$ cat config.mk
export PLATFORM = sky130hd
export DESIGN_NAME = cache_write_buffer
export DESIGN_NICKNAME = d
export VERILOG_FILES = /design/src/rtl/cache_write_buffer.sv
export SDC_FILE = /design/constraint.sdc
export NUM_CORES = 1
export LEC_CHECK = 0
export CORE_MARGIN = 10
export CORE_UTILIZATION = 45
export CTS_CLUSTER_DIAMETER = 80
export DETAILED_ROUTE_END_ITERATION = 6
export PLACE_DENSITY = 0.73
export SLEW_MARGIN = 20
export SYNTH_ARGS = -nofsm -noshare
export SYNTH_HDL_FRONTEND = slang
export SYNTH_SLANG_ARGS = --single-unit
$ cat constraint.sdc
create_clock -name clk -period 3.14 [get_ports clk]
set_input_delay 0.314 -clock clk [delete_from_list [all_inputs] [get_ports clk]]
set_output_delay 0.314 -clock clk [all_outputs]
set_load 0.01 [all_outputs]
$ cat src/rtl/cache_write_buffer.sv
// Posted-write buffer between a cache and its memory controller. Writes drain
// in order; reads hit the youngest buffered copy or go to memory ahead of the drain.
module cache_write_buffer #(
   parameter int WORD_WIDTH = 32,
   parameter int ADDR_WIDTH = 12,
   parameter int DEPTH      = 4
) (
   input  logic                  clk,
   input  logic                  rst,
   input  logic                  req_valid,
   input  logic                  req_rw,
   input  logic [ADDR_WIDTH-1:0] req_addr,
   input  logic [WORD_WIDTH-1:0] req_wdata,
   output logic                  req_done,
   output logic [WORD_WIDTH-1:0] resp_data,
   output logic                  mem_valid,
   output logic                  mem_rw,
   output logic [ADDR_WIDTH-1:0] mem_addr,
   output logic [WORD_WIDTH-1:0] mem_wdata,
   input  logic                  mem_ack,
   input  logic [WORD_WIDTH-1:0] mem_rdata,
   output logic                  empty
);
   // state | meaning
   // IDLE  | no memory transaction outstanding
   // WRITE | head entry being written to memory
   // READ  | read miss outstanding at memory
   // RESP  | one-cycle read completion with memory data
   typedef enum logic [1:0] {IDLE, WRITE, READ, RESP} state_t;

   localparam int PW = $clog2(DEPTH);
   localparam logic [PW:0] FULL = (PW+1)'(DEPTH);

   state_t state, state_nxt;

   logic [ADDR_WIDTH-1:0] buf_addr [DEPTH];
   logic [WORD_WIDTH-1:0] buf_data [DEPTH];
   logic [PW-1:0]         wr_ptr, rd_ptr;
   logic [PW:0]           count;
   logic                  hit_q;

   logic                  is_write, is_read, push, pop;
   logic                  read_eval, hit, hit_take, read_miss;
   logic [WORD_WIDTH-1:0] hit_data;
   logic [ADDR_WIDTH-1:0] head_addr;
   logic [WORD_WIDTH-1:0] head_data;

   assign is_write = req_valid & req_rw;
   assign is_read  = req_valid & ~req_rw;
   assign pop      = (state == WRITE) & mem_ack;
   // A full buffer still accepts a write in the cycle its head retires.
   assign push     = is_write & ((count != FULL) | pop);

   // hit_q blocks the pulse cycle so a held read is not answered twice
   assign read_eval = is_read & ~hit_q & ((state == IDLE) | (state == WRITE));
   assign hit_take  = read_eval & hit;
   assign read_miss = read_eval & ~hit & (state == IDLE);

   // Oldest to youngest so the last match wins.
   always_comb begin
      hit      = 1'b0;
      hit_data = '0;
      for (int i = 0; i < DEPTH; i++) begin
         if (((PW+1)'(i) < count) && (buf_addr[rd_ptr + PW'(i)] == req_addr)) begin
            hit      = 1'b1;
            hit_data = buf_data[rd_ptr + PW'(i)];
         end
      end
   end

   // From empty, the entry being pushed this cycle becomes the head.
   assign head_addr = (count == '0) ? req_addr  : buf_addr[rd_ptr];
   assign head_data = (count == '0) ? req_wdata : buf_data[rd_ptr];

   always_comb begin
      state_nxt = state;
      case (state)
         IDLE: begin
            if (read_miss)                     state_nxt = READ;
            else if ((count != '0) || push)    state_nxt = WRITE;
         end
         WRITE:   if (mem_ack) state_nxt = IDLE;
         READ:    if (mem_ack) state_nxt = RESP;
         RESP:    state_nxt = IDLE;
         default: state_nxt = IDLE;
      endcase
   end

   assign req_done = push | hit_q | (state == RESP);
   assign empty    = (count == '0) && (state != WRITE);

   always_ff @(posedge clk) begin
      if (push) begin
         buf_addr[wr_ptr] <= req_addr;
         buf_data[wr_ptr] <= req_wdata;
      end
   end

   always_ff @(posedge clk) begin
      if (rst) begin
         state     <= IDLE;
         wr_ptr    <= '0;
         rd_ptr    <= '0;
         count     <= '0;
         hit_q     <= 1'b0;
         resp_data <= '0;
         mem_valid <= 1'b0;
         mem_rw    <= 1'b0;
         mem_addr  <= '0;
         mem_wdata <= '0;
      end else begin
         state <= state_nxt;
         hit_q <= hit_take;

         if (push) wr_ptr <= wr_ptr + PW'(1);
         if (pop)  rd_ptr <= rd_ptr + PW'(1);
         if (push && !pop)      count <= count + (PW+1)'(1);
         else if (pop && !push) count <= count - (PW+1)'(1);

         if (hit_take)                      resp_data <= hit_data;
         else if ((state == READ) && mem_ack) resp_data <= mem_rdata;

         if ((state == IDLE) && (state_nxt == READ)) begin
            mem_valid <= 1'b1;
            mem_rw    <= 1'b0;
            mem_addr  <= req_addr;
            mem_wdata <= '0;
         end else if ((state == IDLE) && (state_nxt == WRITE)) begin
            mem_valid <= 1'b1;
            mem_rw    <= 1'b1;
            mem_addr  <= head_addr;
            mem_wdata <= head_data;
         end else if (mem_ack && ((state == WRITE) || (state == READ))) begin
            mem_valid <= 1'b0;
         end
      end
   end

endmodule

==> flow_metrics.tcl <==
set metrics [dict create \
    outcome "finished with violations" \
    failed_checks "design-rule violations" \
    power_density_nw_per_um2 675 \
    finalSetupTns_ns 0 \
    crit_path_start_kind "flip-flop" \
    async_reset_ff_frac 0 \
    met2_usage 0.359 \
    path_common_cell "buf_4" \
    critPathMaxStageDelay_ns 0.50 \
    drc 1 \
    clock-sinks 266 \
    dominantRegCellSynth "edfxtp_1" \
    comb_power_share 0.392 \
    fin_crit_ns 3.07 \
    grt-ovfl-total 0 \
    ios 161 \
    synth_enable_flop_cells 176 \
    crit_chain "buf_6 > buf_4 > mux4_2 > xor2_1 > or4_4 > a2111o_1 > o31ai_2 > buf_4 > o21ai_4 > buf_12 > a31o_2 > a21oi_1" \
    switching_share 0.344 \
    drt_wl_total_um 45200 \
    area.growth.synth_to_final_pct 23.6 \
    ys_types 57 \
    worstHoldStart "rst" \
    slew_headroom 0.316 \
    tightest_slew_ns 1.03 \
    path_class "flip-flop to flip-flop" \
    cts_hold_buf 0 \
    slowest_stage "mux4_2" \
    period_share 0.979 \
    mappedNetlistArea_sq_um 15500 \
    insertion_delay_ns 0.56 \
    crit-reg2reg-capture "resp_data[14]$_SDFFE_PP0P_" \
    firstDrtPassIters 7 \
    ir_drop_mv 0.616 \
    clock_skew_ns 0.0168 \
    fp.dieH_um 206 \
    grt_pass1_vias 12000 \
    use_met3 0.0442 \
    start_util 0.458 \
    detail_route.iter0.violations 956 \
    root_buffer "clkbuf_16" \
    p_clk_frac 0.258 \
    grt_max_degree 97 \
    worst-path-buf-inv 4 \
    clockBufferDepth 3 \
    detail_route.vias_per_cell 6.11 \
    setup_viol 0 \
    power_mw 12.9 \
    critPathRequiredTime_ns 3.63 \
    min_to "mem_rw$_SDFFE_PP0P_" \
    routed-via-count 11900 \
    p_switching_mw 4.45 \
    cts-buffers-inserted 29 \
    path_clk_slew_ns 0.06 \
    use_met1 0.254 \
    reg2regPathDepth 12 \
    dieArea_sq_um 42200 \
    fmax_mhz 325 \
    synthCells 1307 \
    p_leak_nw 6.31 \
    r2r_slack_ns 0.07 \
    ant_nets 0 \
    gr-usage-all-layers 0.207 \
    synth.avg_cell_area_sq_um 11.8 \
    fin_nets 1570 \
    cp.arrival_ns 3.56 \
    drt-wirelength-per-cell_um 23.2 \
    end_kind "flip-flop" \
    multi_input_comb_area_sq_um 7960 \
    core_sq_um 33800 \
    hp-class "primary input to flip-flop" \
    ff_latch_area_sq_um 7100 \
    die_w_um 206 \
    cap_viol_max_count 0 \
    yosysWarnings 0 \
    cts_tree "yes" \
    syn-num-nets 1402 \
    critPathTopFamily "compound AO/OA/AOI/OAI gates" \
    antenna_found_initial 1 \
    r2r-start "rd_ptr[0]$_SDFFE_PP0P_" \
    intPower_mw 8.48 \
    ys_ff_latch 266 \
    top_usage_layer "met2" \
    synth_seq_area_share 0.458 \
    seq_power_share 0.349 \
    drive_gt1_frac 0.242 \
    fin_hold_ws_ns 0.100 \
    gp_congestion 0.918 \
    drv_slew 0 \
    crit_fanout 16 \
    portBuffers 160 \
    place_hpwl_um 30600 \
    rows 67 \
    rsz0062_at_grt "true" \
    cts_max_level 1 \
    fill_cells 2679 \
    hold_viol_final 0 \
    grt_pass1_wl_um 69200 \
    whs_path_depth 3 \
]
## metrics by stage
stage	utilization	instance area (sq um)	cells	setup WS (ns)
finish	0.567	19100	1946	0.0659
global route	0.567	19100	1945	-0.0141
CTS	0.559	18900	1933	0.00238
detailed placement	0.531	18000	1880	-0.135
global placement	0.531	18000	1880	-0.130
floorplan	-	15500	1307	0.305
## layout make-up
class / count / area share
Clock buffer: 37 / 0.0395
Tap cell: 448 / 0.0293
Clock inverter: 16 / 0.00869
Multi-Input combinational cell: 909 / 0.416
Timing Repair Buffer: 259 / 0.134
Inverter: 10 / 0.00196
Antenna cell: 1 / 0.000131
Sequential cell: 266 / 0.371
## flip-flops by register name (all words and copies together), names as in the netlist, 2 cells and up, named ones only
signal,flops
buf_addr,48
buf_data,128
count,3
mem_addr,12
mem_wdata,32
rd_ptr,2
resp_data,32
state,2
wr_ptr,2
## power groups by stage
stage	registers, mW	clock network [mW]	logic, mW
after floorplan	4.66	0	3.02
after global placement	4.59	0	4.86
after detailed placement	4.61	0	4.93
after CTS	4.54	3.38	4.97
after global routing	4.56	3.53	5.45
final	4.51	3.34	5.07
## synthesized netlist by cell type, types with 3 or more instances
master | instances | share of area
nand3_1 | 37 | 0.012
mux2_2 | 33 | 0.024
or3_1 | 36 | 0.015
o21a_1 | 3 | 0.0015
a31oi_1 | 3 | 0.0012
buf_6 | 8 | 0.0058
mux4_1 | 7 | 0.012
nand2_1 | 108 | 0.026
o21ai_0 | 38 | 0.012
inv_1 | 9 | 0.0022
nor3_1 | 7 | 0.0023
dfxtp_1 | 90 | 0.12
nor2b_1 | 15 | 0.0061
xor2_1 | 28 | 0.016
xnor2_1 | 29 | 0.016
o22ai_1 | 14 | 0.0057
ha_1 | 14 | 0.011
a211oi_2 | 30 | 0.024
and3_1 | 18 | 0.0073
o211a_1 | 12 | 0.0078
buf_1 | 13 | 0.0032
nor4_1 | 4 | 0.0016
mux4_2 | 85 | 0.12
a31o_2 | 29 | 0.016
mux2i_1 | 102 | 0.066
o311ai_1 | 30 | 0.017
a31o_1 | 3 | 0.0017
buf_2 | 20 | 0.0065
a21oi_1 | 54 | 0.017
and2_1 | 5 | 0.0020
clkbuf_1 | 78 | 0.019
nor2_1 | 102 | 0.025
a211oi_1 | 36 | 0.017
edfxtp_1 | 176 | 0.34
## cells by family after synthesis
family,count (synthesis),synth area share
xor gates and xnor gates,57,0.0322
buffers and inverters,132,0.0390
muxes,227,0.225
adders and majority gates,14,0.0113
DFF,266,0.458
and+or+nand+nor,341,0.101
AOI/OAI and AO/OA,270,0.134
## how the worst max path moves through the flow
stage | startpoint | end | slack, ns | depth (start not counted)
CTS | rd_ptr[0]$_SDFFE_PP0P_ | resp_data[25]$_SDFFE_PP0P_ | 0.002 | 10
global placement | rd_ptr[0]$_SDFFE_PP0P_ | resp_data[8]$_SDFFE_PP0P_ | -0.13 | 10
finish | rd_ptr[0]$_SDFFE_PP0P_ | resp_data[14]$_SDFFE_PP0P_ | 0.07 | 12
global route | rd_ptr[0]$_SDFFE_PP0P_ | resp_data[8]$_SDFFE_PP0P_ | -0.01 | 11
detailed placement | rd_ptr[0]$_SDFFE_PP0P_ | resp_data[10]$_SDFFE_PP0P_ | -0.14 | 10
floorplan | rd_ptr[0]$_SDFFE_PP0P_ | resp_data[10]$_SDFFE_PP0P_ | 0.30 | 12
## layer usage
layer / vias up / share of wire
met4: 0 / 0.024
met3: 89 / 0.090
met2: 552 / 0.50
met1: 5858 / 0.39
met5: - / 0
li1: 5391 / -
## worst register-to-register path: cells and delay by family (launching register included)
family | cells | cell delay [ns]
AO/OA/AOI/OAI | 5 | 0.84
buffers and inverters | 4 | 0.62
multiplexers | 1 | 0.50
AND/OR/NAND/NOR | 1 | 0.45
flip-flops | 1 | 0.43
XOR/XNOR | 1 | 0.17
## cell usage in the layout (no fill, tap or decap), drive strengths merged, types with 15 or more instances in the layout
master           n
or3             36
xnor2           29
buf            101
nand2          108
mux2            33
edfxtp         176
a211oi          66
mux4            92
dfxtp           90
a21oi           54
xor2            28
clkdlybuf4s50  158
o21ai           39
o311ai          32
nor2b           15
nor2           103
mux2i          102
clkbuf          37
nand3           37
and3            18
a31o            32
## timing repair
item | 4_1_cts | 5_1_grt
buffers inserted | 0 | 12
pin swaps | 0 | 3
resized for setup | 3 | 31
setup endpoints to repair | 34 | 80
(Power assumes the default switching activity.)
